`config.mk`:
```
export PLATFORM = sky130hd
export DESIGN_NAME = opctrl_issue_seq
export DESIGN_NICKNAME = d
export VERILOG_FILES = /design/src/rtl/config_pkg.sv /design/src/rtl/opctrl_issue_seq.sv
export SDC_FILE = /design/constraint.sdc
export NUM_CORES = 1
export LEC_CHECK = 0
export CAP_MARGIN = 20
export CORE_ASPECT_RATIO = 1.1
export CORE_MARGIN = 8
export CORE_UTILIZATION = 39
export DETAILED_ROUTE_END_ITERATION = 10
export PLACE_DENSITY = 0.8
export SLEW_MARGIN = 5
export SYNTH_ARGS = -nofsm -noshare
export SYNTH_HDL_FRONTEND = slang
export SYNTH_SLANG_ARGS = --single-unit
```
`constraint.sdc`:
```
create_clock -name clk_i -period 2.07 [get_ports clk_i]
set_input_delay 0.3105 -clock clk_i [delete_from_list [all_inputs] [get_ports clk_i]]
set_output_delay 0.3105 -clock clk_i [all_outputs]
set_load 0.01 [all_outputs]
```
`src/rtl/config_pkg.sv`:
```
// config_pkg: shared widths, datapath types and the issue-sequencer state encoding.
package config_pkg;
  localparam int AW = 4;
  localparam int DW = 20;
  localparam int CW = 4;
  localparam int RCW_DEFAULT = 16;
  typedef logic [AW-1:0] addr_t;
  typedef logic [DW-1:0] data_t;
  typedef logic [2*DW-1:0] w_data_t;
  typedef logic [CW-1:0] code_t;
  typedef struct packed {
    addr_t vrs1;
    addr_t vrs2;
    addr_t vrs3;
    code_t opcode;
  } uinstr_t;
  typedef enum logic [2:0] {IDLE, READ, ISSUE, WAIT, WB, WB_HI} opctrl_state_t;
endpackage

```
`src/rtl/opctrl_issue_seq.sv`:
```
// opctrl_issue_seq: single-issue read/dispatch/write-back sequencer with retired counter.
// OPCTRL_WIDE_WB_EN adds a second write-back cycle for the upper result half to vrs3+1.
module opctrl_issue_seq
  import config_pkg::*;
#(
  parameter int RCW = RCW_DEFAULT
) (
  input  logic           clk_i,
  input  logic           arst_ni,
  input  uinstr_t        uinstr_i,
  input  logic           uinstr_valid_i,
  output logic           uinstr_ready_o,
  output addr_t          rf_raddr1_o,
  output addr_t          rf_raddr2_o,
  input  data_t          rf_rdata1_i,
  input  data_t          rf_rdata2_i,
  output logic           ex_valid_o,
  input  logic           ex_ready_i,
  output code_t          ex_opcode_o,
  output data_t          ex_op1_o,
  output data_t          ex_op2_o,
  input  logic           ex_result_valid_i,
  input  w_data_t        ex_result_i,
  output logic           rf_we_o,
  output addr_t          rf_waddr_o,
  output data_t          rf_wdata_o,
  output logic           busy_o,
  output logic [RCW-1:0] retired_o
);
  opctrl_state_t  state;
  uinstr_t        instr;
  data_t          op1, op2;
  w_data_t        res;
  logic [RCW-1:0] retired;
  always_ff @(posedge clk_i or negedge arst_ni) begin
    if (!arst_ni) begin
      state   <= IDLE;
      instr   <= '0;
      op1     <= '0;
      op2     <= '0;
      res     <= '0;
      retired <= '0;
    end else begin
      case (state)
        IDLE: if (uinstr_valid_i) begin
          instr <= uinstr_i;
          state <= READ;
        end
        READ: begin
          op1   <= rf_rdata1_i;
          op2   <= rf_rdata2_i;
          state <= ISSUE;
        end
        ISSUE: if (ex_ready_i) state <= WAIT;
        WAIT: if (ex_result_valid_i) begin
          res   <= ex_result_i;
          state <= WB;
        end
`ifdef OPCTRL_WIDE_WB_EN
        WB: state <= WB_HI;
        WB_HI: begin
          retired <= retired + 1'b1;
          state   <= IDLE;
        end
`else
        WB: begin
          retired <= retired + 1'b1;
          state   <= IDLE;
        end
`endif
        default: state <= IDLE;
      endcase
    end
  end
  // ready is gated by reset so it reads 0 while held and 1 the moment it lifts
  assign uinstr_ready_o = arst_ni && (state == IDLE);
  assign rf_raddr1_o    = instr.vrs1;
  assign rf_raddr2_o    = instr.vrs2;
  assign ex_valid_o     = (state == ISSUE);
  assign ex_opcode_o    = instr.opcode;
  assign ex_op1_o       = op1;
  assign ex_op2_o       = op2;
  assign busy_o         = (state != IDLE);
  assign retired_o      = retired;
`ifdef OPCTRL_WIDE_WB_EN
  assign rf_we_o    = (state == WB) || (state == WB_HI);
  assign rf_waddr_o = (state == WB_HI) ? instr.vrs3 + 1'b1 : instr.vrs3;
  assign rf_wdata_o = (state == WB_HI) ? res[2*DW-1:DW] : res[DW-1:0];
`else
  logic unused_res_hi;
  assign unused_res_hi = ^res[2*DW-1:DW];
  assign rf_we_o    = (state == WB);
  assign rf_waddr_o = instr.vrs3;
  assign rf_wdata_o = res[DW-1:0];
`endif
endmodule
```
# ---- After elaboration in Yosys (flattened, before gate mapping)
# Index checks and enable logic that the tools add are counted.
dict set report word_totals {
  regBits 95
  word_cells 27
}
dict set report op_classes {
  n_addsub 1
  n_eq_ne 7
  muxes 4
  n_reduce_logical 6
}
# cell count
set op_table {}
lappend op_table {{$add A16 B1 Y16 const B} 1}
lappend op_table {{$pmux W3 S4} 1}
lappend op_table {{$mux W3} 3}
lappend op_table {{$eq A3 B2 Y1 const B} 2}
lappend op_table {{$ne A2 B2 Y1 const B} 2}
lappend op_table {{$reduce_and A2 Y1} 2}
lappend op_table {{$eq A3 B1 Y1 const B} 1}
lappend op_table {{$eq A3 B3 Y1 const B} 1}
lappend op_table {{$logic_not A3 Y1} 1}
lappend op_table {{$reduce_and A3 Y1} 1}
lappend op_table {{$reduce_bool A3 Y1} 1}
lappend op_table {{$ne A2 B1 Y1 const B} 1}
lappend op_table {{$logic_and A1 B1 Y1} 1}

# ---- Longest topological paths before layout
dict set report depth {
  depth_word 3
  mapped_depth 6
  depth_no_buf 5
}

# ---- Worst setup path before layout
# OpenSTA, ideal clock, no wires.
dict set report synth_path {
  path_kind {register to register}
  from {reg state[2]}
  to {reg instr, in the netlist ex_opcode_o[3]}
  setup_time_ns 0.128
  arrival_time_ns 1.455
  required_time_ns 1.942
  setup_slack_ns 0.487
  path_stages_with_launch 7
  period_less_slack_ns 1.583
  path_cell_list {dfrtp_1 > buf_2 > nor3_2 > and2_1 > buf_4 > buf_4 > mux2_1}
}
dict set report synth_via {
  elab_chain_len 2
}
# item line
set synth_lines {}
lappend synth_lines {{start, declared} opctrl_issue_seq.sv:30} ;# opctrl_state_t state;
lappend synth_lines {{start signal, assigned} opctrl_issue_seq.sv:37} ;# state <= IDLE;
lappend synth_lines {{start signal, assigned} opctrl_issue_seq.sv:47} ;# state <= READ;
lappend synth_lines {{start signal, assigned} opctrl_issue_seq.sv:52} ;# state <= ISSUE;
lappend synth_lines {{$logic_not A3 Y1} opctrl_issue_seq.sv:44} ;# case (state)
lappend synth_lines {{$reduce_and A2 Y1 (no source line)} --}
lappend synth_lines {{end signal, assigned} opctrl_issue_seq.sv:46} ;# instr <= uinstr_i;
lappend synth_lines {{end, declared} opctrl_issue_seq.sv:31} ;# uinstr_t instr;
# Every way passes these cells.
# A chain may end at the register's enable or synchronous reset.

# ---- Worst setup path in the final report
dict set report layout_path {
  from {reg state[1]}
  to {out rf_we_o}
}
dict set report layout_via {
  elab_chain_len 1
}
# item line
set layout_lines {}
lappend layout_lines {{$eq A3 B3 Y1} opctrl_issue_seq.sv:92} ;# assign rf_we_o = (state == WB);
lappend layout_lines {{end, declared} opctrl_issue_seq.sv:24} ;# output logic rf_we_o,
# Every way passes these cells.

==> results.sh <==
export IMPL_status="finished clean"
export IMPL_critPathSlowestCell="dfrtp_2"
export IMPL_synth_mux_area_frac=0.174
export IMPL_gp_congestion=0.714
export IMPL_ctsLongestPathBuffers=2
export IMPL_clock_skew_ns=0.0101
export IMPL_maxCapViolations=0
export IMPL_critical_path_top_delay_family="buffers and inverters"
export IMPL_start_util=0.400
export IMPL_synth_warnings=0
export IMPL_synthSimpleGateAreaFrac=0.125
export IMPL_r2r_slack_ns=0.39
export IMPL_path_class="reg2out"
export IMPL_grt_max_degree=54
export IMPL_place_ws_ns=0.233
export IMPL_track_usage=0.158
export IMPL_clk_pin_slew_ns=0.09
export IMPL_layout_min_cycle_time_ns=1.95
export IMPL_synthAdderAreaFrac=0.00335
export IMPL_seqPwrFrac=0.396
export IMPL_die_width_um=109
export IMPL_ys_seq_area_frac=0.636
export IMPL_syn_area_per_cell_um2=13.2
export IMPL_fin_setup_tns_ns=0
export IMPL_drv_slew=0
export IMPL_cpPeakStageDelay_ns=0.45
export IMPL_drive_gt1_frac=0.172
export IMPL_drt_iter0_drc=72
export IMPL_antenna_found_initial=0
export IMPL_area_growth_pct=56.4
export IMPL_crit_buf_inv=2
export IMPL_synth_top_family_by_area="multiplexers"
export IMPL_core_area_um2=9350
export IMPL_end_kind="primary output"
export IMPL_htree_levels=3
export IMPL_vias=2764
export IMPL_r2r_cells=5
export IMPL_synth_compound_gate_area_share=0.00201
export IMPL_cp_data_required_time_ns=1.76
export IMPL_final_cells=589
export IMPL_grt_pass1_wl_um=16000
export IMPL_syn_nets=385
export IMPL_pwr_share_comb=0.469
export IMPL_die_h_um=119
export IMPL_met3_usage=0.0696
export IMPL_overflow=0
export IMPL_nNetsFinal=569
export IMPL_synth_xor_area_frac=0.0352
export IMPL_cts_tree="built"
export IMPL_ir_worst_vdd_uv=709
export IMPL_clockRootBuffer="clkbuf_8"
export IMPL_p_sw_frac=0.319
export IMPL_drt_pass1_iterations=4
export IMPL_p_int_mw=5.34
export IMPL_die_area_um2=13000
export IMPL_crit_arrival_ns=1.64
export IMPL_design_area_um2=5850
export IMPL_cp_cell_sequence="buf_4 > nor2_2 > and2_1 > dlygate4sd2_1"
export IMPL_drc=0
export IMPL_synthCells=283
export IMPL_placed_cells=570
export IMPL_first_global_vias=3066
export IMPL_hold_viol_final=0
export IMPL_drt_wl_total_um=9990
export IMPL_hold_class="in2async"
export IMPL_clock_sinks=95
export IMPL_r2r_end="retired_o[9]"
export IMPL_row_count=37
export IMPL_grt_util_met2=0.259
export IMPL_crit_path_start_kind="flip-flop"
export IMPL_powerDensity_nw_per_um2=1340
export IMPL_insertion_delay_ns=0.36
export IMPL_clkPwrFrac=0.135
export IMPL_ant_nets=0
export IMPL_dp_hpwl_um=7710
export IMPL_io_pins=197
export IMPL_use_met1=0.171
export IMPL_max_slew_margin_rel=0.553
export IMPL_placed_cell_area_um2=5650
export IMPL_ys_ff_latch=95
export IMPL_worst_slack_ns=0.123
export IMPL_rsz0062_at_grt="false"
export IMPL_leakage_nw=2.57
export IMPL_numCtsBuffers=9
export IMPL_synth_distinct_cells=28
export IMPL_synth_area_um2=3740
export IMPL_p_switching_mw=2.50
export IMPL_worstMarginPinSlew_ns=0.671
export IMPL_wl_per_cell_um=17.0
export IMPL_finalSetupViolCount=0
export IMPL_viasPerCell=4.69
export IMPL_finalPower_mw=7.83
export IMPL_post_route_period_util=0.940
export IMPL_r2r_start="state[1]"
export IMPL_n_antenna_cell=0
export IMPL_max_freq_ghz=0.514
export IMPL_crit_fanout=5
export IMPL_portBuffers=176
export IMPL_busiest_layer="met2"
-- synthesized netlist by cell type --
cell type | count | area (µm²)
xor2_1 | 5 | 43.8
xnor2_1 | 10 | 87.6
and4_1 | 1 | 8.76
nor3_2 | 2 | 20.0
nor3b_2 | 1 | 12.5
nor4_4 | 1 | 21.3
buf_4 | 2 | 15.0
mux2i_1 | 1 | 10.0
ha_1 | 1 | 12.5
nand4b_1 | 1 | 8.76
mux2_2 | 44 | 495
clkbuf_1 | 5 | 18.8
nor3b_1 | 1 | 7.51
nor3_1 | 1 | 5.00
nand4_1 | 2 | 12.5
nor4bb_1 | 1 | 10.0
nand3_1 | 5 | 25.0
nand4bb_4 | 1 | 27.5
mux2_1 | 13 | 146
and3_1 | 3 | 18.8
inv_1 | 4 | 15.0
and2_1 | 3 | 18.8
nor2_1 | 4 | 15.0
dfrtp_1 | 95 | 2380
a22oi_1 | 1 | 7.51
buf_6 | 1 | 11.3
buf_2 | 6 | 30.0
nand2_1 | 68 | 255
-- per-stage QoR --
| step | hold slack [ns] | util |
|---|---|---|
| global placement | 0.426 | 0.604 |
| detailed placement | 0.439 | 0.604 |
| floorplan | 0.0149 | - |
| global route | 0.0720 | 0.625 |
| CTS | 0.0399 | 0.624 |
| finish | 0.0388 | 0.625 |
-- logic make-up after synthesis --
logic type	Yosys count
xor gates and xnor gates	15
muxes	58
DFF	95
adders and majority gates	1
buffers and inverters	18
AOI/OAI and AO/OA	1
and+or+nand+nor	95
-- registers in the layout (all words and copies together) (netlist names) --
register     count
rf_raddr2_o      4
state            3
res             20
rf_waddr_o       4
retired_o       16
ex_op2_o        20
rf_raddr1_o      4
ex_op1_o        20
ex_opcode_o      4
-- worst max path at each step --
stage	from	to	cells past startpoint	slack (ns)
after floorplan	state[2]	ex_opcode_o[3]	6	0.49
after global placement	state[1]	rf_we_o	3	0.30
after detailed placement	state[1]	rf_we_o	3	0.23
after CTS	state[2]	uinstr_ready_o	3	0.02
after global routing	state[1]	rf_we_o	4	0.02
final	state[1]	rf_we_o	4	0.12
-- area by class of cell --
cell class | count | area, µm²
clock inverter | 7 | 40.0
inverter | 4 | 15.0
multi-input combinational | 170 | 1280
fill | 754 | 3500
tap | 117 | 146
clock buffer | 9 | 124
sequential | 95 | 2380
timing repair buffer | 187 | 1860
-- metal layers --
layer  vias to the layer above  part of all wire
met5                         -                 0
met4                         0             0.017
met3                        12              0.12
met2                       110              0.51
met1                      1340              0.36
li1                       1302                 -
-- repair_timing --
item	in CTS	in global routing
gates resized for setup	5	2
hold buffers	0	0
setup buffers	2	1
gates cloned	0	0
setup endpoints to repair	2	1
-- power by group through the flow --
| stage | Combinational, mW | Clock (mW) | Sequential (mW) |
|---|---|---|---|
| after floorplan | 1.22 | 0 | 3.44 |
| after global placement | 3.60 | 0 | 3.09 |
| after detailed placement | 3.68 | 0 | 3.15 |
| after CTS | 3.75 | 1.10 | 3.11 |
| after global routing | 3.96 | 1.17 | 3.22 |
| final | 3.68 | 1.05 | 3.10 |
-- placed cells by master, fill, tap and decap left out, types with 2 or more instances in the layout --
| cell type | count |
|---|---|
| and2_1 | 3 |
| and3_1 | 3 |
| buf_4 | 11 |
| clkbuf_8 | 9 |
| clkdlybuf4s50_1 | 173 |
| clkinv_2 | 5 |
| clkinvlp_4 | 2 |
| dfrtp_1 | 92 |
| dfrtp_2 | 3 |
| inv_1 | 4 |
| mux2_1 | 13 |
| mux2_2 | 44 |
| nand2_1 | 68 |
| nand3_1 | 5 |
| nand4_1 | 2 |
| nor2_1 | 3 |
| xnor2_1 | 10 |
| xor2_1 | 5 |
-- worst register-to-register path, cell delays in order (launching register included) --
cell and delay (ns):
dfrtp_2 0.45, buf_4 0.16, nand4bb_4 0.21, nor4_4 0.41, and3_1 0.22, xor2_1 0.15
Note: power is estimated with default switching activity, not from simulation.
==> patch 1 (same flow settings) <==
Set the package constant `AW` to 2 (it was 4).
--- a/src/rtl/config_pkg.sv
+++ b/src/rtl/config_pkg.sv
@@ -1,6 +1,6 @@
 // config_pkg: shared widths, datapath types and the issue-sequencer state encoding.
 package config_pkg;
-  localparam int AW = 4;
+  localparam int AW = 2;
   localparam int DW = 20;
   localparam int CW = 4;
   localparam int RCW_DEFAULT = 16;
Interface: changed (resized rf_raddr1_o, rf_raddr2_o, rf_waddr_o and uinstr_i); port bits go from 197 to 185. No check against the original RTL was run, so the function may have changed too.
==> patch 1 against the original RTL <==
- via count decreased by 6.6%
- area after synthesis decreased by 6.2%
- sequential cell count decreased by 6
- wire length decreased by 8.9%
- worst setup slack improved by 0.078 ns
- count of clock-buffer cells in the layout increased by 4
- total power decreased by 5.6%
- cell area decreased by 5.8%
- largest cell class unchanged
- largest power group unchanged
==> patch 1: results (changes against the original RTL) <==
| Metric | Value |
|---|---|
| Status | complete, no violations (unchanged) |
| Worst Setup SP | state[0] (was state[1]) |
| Adder-cell area share of the yosys netlist | 0.357% (was 0.335%) |
| Cell family with most CP delay | flip-flops (was buffers and inverters) |
| Pre-CTS setup slack | 0.248 ns (was 0.233 ns) |
| Post-Syn Nets | 366 (was 385) |
| DP HPWL | 7050 um (was 7710 um) |
| R2r endpoint | rf_waddr_o[0] (was retired_o[9]) |
| Routed wl met3 | 743 um (was 1160 um) |
| Synth Area in Compound Gates | 0.214% (was 0.201%) |
| Post-synth top cells | 89 x dfrtp_1, 68 x nand2_1, 48 x mux2_2 (was 95 x dfrtp_1, 68 x nand2_1, 44 x mux2_2) |
| Placed Instance Area | 5300 sq um (was 5650 sq um) |
| Pin count of the biggest net entering global routing | 47 (was 54) |
| Xor/xnor share of the synthesized area | 3.75% (was 3.52%) |
| First-iteration detailed-routing DRC count | 68 (was 72) |
| Hold slack | 0.0327 ns (was 0.0388 ns) |
| Avg Cell Area, Syn | 13.0 sq um (was 13.2 sq um) |
| M2 GR Usage | 25.8% (was 25.9%) |
| Crit path arrival time | 1.56 ns (was 1.64 ns) |
| Crit Path Max Fanout | 9 (was 5) |
| Port bufs | 164 (was 176) |
| Wl on met1 | 3680 um (was 3610 um) |
| # fillers | 690 (was 754) |
| Unique masters post-synth | 27 (was 28) |
| GRT Total Usage | 15.5% (was 15.8%) |
| Comb power | 3420 uW (was 3680 uW) |
[patch 1: cell types whose count changed in the layout (fill, tap and decap cells not counted), sizes merged]
cell | before | now
and4bb | 0 | 1
buf | 12 | 11
clkbuf | 9 | 13
clkdlybuf4s50 | 173 | 160
clkinv | 5 | 3
clkinvlp | 2 | 0
dfrtp | 95 | 89
dlygate4sd2 | 1 | 2
mux2 | 57 | 51
nor4bb | 1 | 0
[patch 1: logic make-up after synthesis]
kind of cell	after synthesis
and+or+nand+nor	95
DFF	89
muxes	52
buffers and inverters	17
xor gates and xnor gates	15
AOI/OAI and AO/OA	1
adders and majority gates	1
[patch 1: final cells by class]
class	count	area [sq um]	area share, %
clock buffer	13	159	2.89
multi-input combinational	164	1220	22.1
clock inverter	3	15.0	0.273
tap	114	143	2.59
timing repair buffer	174	1730	31.4
inverter	4	15.0	0.273
sequential	89	2230	40.5
[patch 1: timing repair]
item	CTS	global route
resized for setup	5	2
setup buffers	0	3
endpoints found under the setup margin	3	2
==> patch 2 (same settings) <==
Made on the original files. Register the output `retired_o` once more; this adds one clock of latency there. The other outputs are not delayed to match.
--- a/src/rtl/opctrl_issue_seq.sv
+++ b/src/rtl/opctrl_issue_seq.sv
@@ -81,7 +81,9 @@
   assign ex_op1_o       = op1;
   assign ex_op2_o       = op2;
   assign busy_o         = (state != IDLE);
-  assign retired_o      = retired;
+  always_ff @(posedge clk_i) begin
+    retired_o <= retired;
+  end
 `ifdef OPCTRL_WIDE_WB_EN
   assign rf_we_o    = (state == WB) || (state == WB_HI);
   assign rf_waddr_o = (state == WB_HI) ? instr.vrs3 + 1'b1 : instr.vrs3;
Formal check against the unedited RTL: not equivalent (a bounded check fails within 10 cycles, from zero or initial values and one cycle with arst_ni low).
==> patch 2 against the original RTL <==
- sequential cell count is 16 higher
- total power up 12%
- worst setup slack got worse by 0.018 ns
- area after synthesis increased by 8.6%
- cell area is 7.9% higher
- sequential share of layout area is 2.1 points higher
- non-clock buffer count stayed put
- count of clock-buffer cells in the layout grew 1
- wire length is 0.29% lower
- fmax is 0.90% lower
- critical endpoint unchanged
- largest cell class unchanged
==> patch 2: results (changes against the original RTL) <==
| Metric | Value |
|---|---|
| Status | complete, no violations (unchanged) |
| Pre-antenna DRT Iters | 6 (was 4) |
| Non-clk buf share | 29.4% (was 31.7%) |
| Design Area, Final | 6310 sq um (was 5850 sq um) |
| Synthesized flop and latch total | 111 (was 95) |
| Gpl congestion | 0.711 (was 0.714) |
| Placed Instance Area | 5970 sq um (was 5650 sq um) |
| Vias per cell | 4.69 (about the same) |
| Register-to-Register Path Depth | 6 (was 5) |
| Vias in the first global route | 3096 (was 3066) |
| Wl on met1 | 3680 um (was 3610 um) |
| Clock-cell share | 4.74% (was 2.80%) |
| Ratio of cells with drive above 1 in the final layout | 16.4% (was 17.2%) |
| Worst-skew pair later-pin latency | 0.34 ns (was 0.36 ns) |
| Final setup margin | 0.106 ns (was 0.123 ns) |
| DR WL met2 | 5090 um (was 5050 um) |
| Routed length per instance | 16.3 um (was 17.0 um) |
| Internal Pwr Total | 6150 uW (was 5340 uW) |
| DP Cell Count | 592 (was 570) |
| Multi-input combinational area share | 20.3% (was 22.0%) |
| WL final | 9960 um (was 9990 um) |
| Slew HR | 55.0% (was 55.3%) |
| # fillers | 805 (was 754) |
| Met3 Use GR | 6.55% (was 6.96%) |
| Hold slack | 0.0490 ns (was 0.0388 ns) |
| Leakage | 0.00276 uW (was 0.00257 uW) |
| DP HPWL | 7640 um (was 7710 um) |
| Avg Cell Area, Syn | 13.6 sq um (was 13.2 sq um) |
-- patch 2: repair_timing --
action / CTS / global route
gates cloned: 0 / 0
setup buffers: 3 / 0
gates resized for setup: 6 / 1
endpoints found under the setup margin: 3 / 1
pin swaps: 0 / 1
-- patch 2: kinds of logic (layout without fill, tap and decap cells) --
kind of cell / count (synthesis) / in the layout / share of synthesized area (%)
multiplexers: 58 / 58 / 16.1
AO/OA/AOI/OAI: 1 / 1 / 0.185
flip-flops: 111 / 111 / 66.5
buffers and inverters: 18 / 207 / 2.22
AND/OR/NAND/NOR: 95 / 95 / 11.5
XOR/XNOR: 15 / 15 / 3.24
adder cells (fa/ha/maj): 1 / 1 / 0.308
-- patch 2: how the worst max path moves through the flow --
stage                     depth (start not counted)             end
after CTS                                         3  uinstr_ready_o
after global routing                              4         rf_we_o
after global placement                            3         rf_we_o
after floorplan                                   6  ex_opcode_o[0]
after detailed placement                          3         rf_we_o
final                                             4         rf_we_o
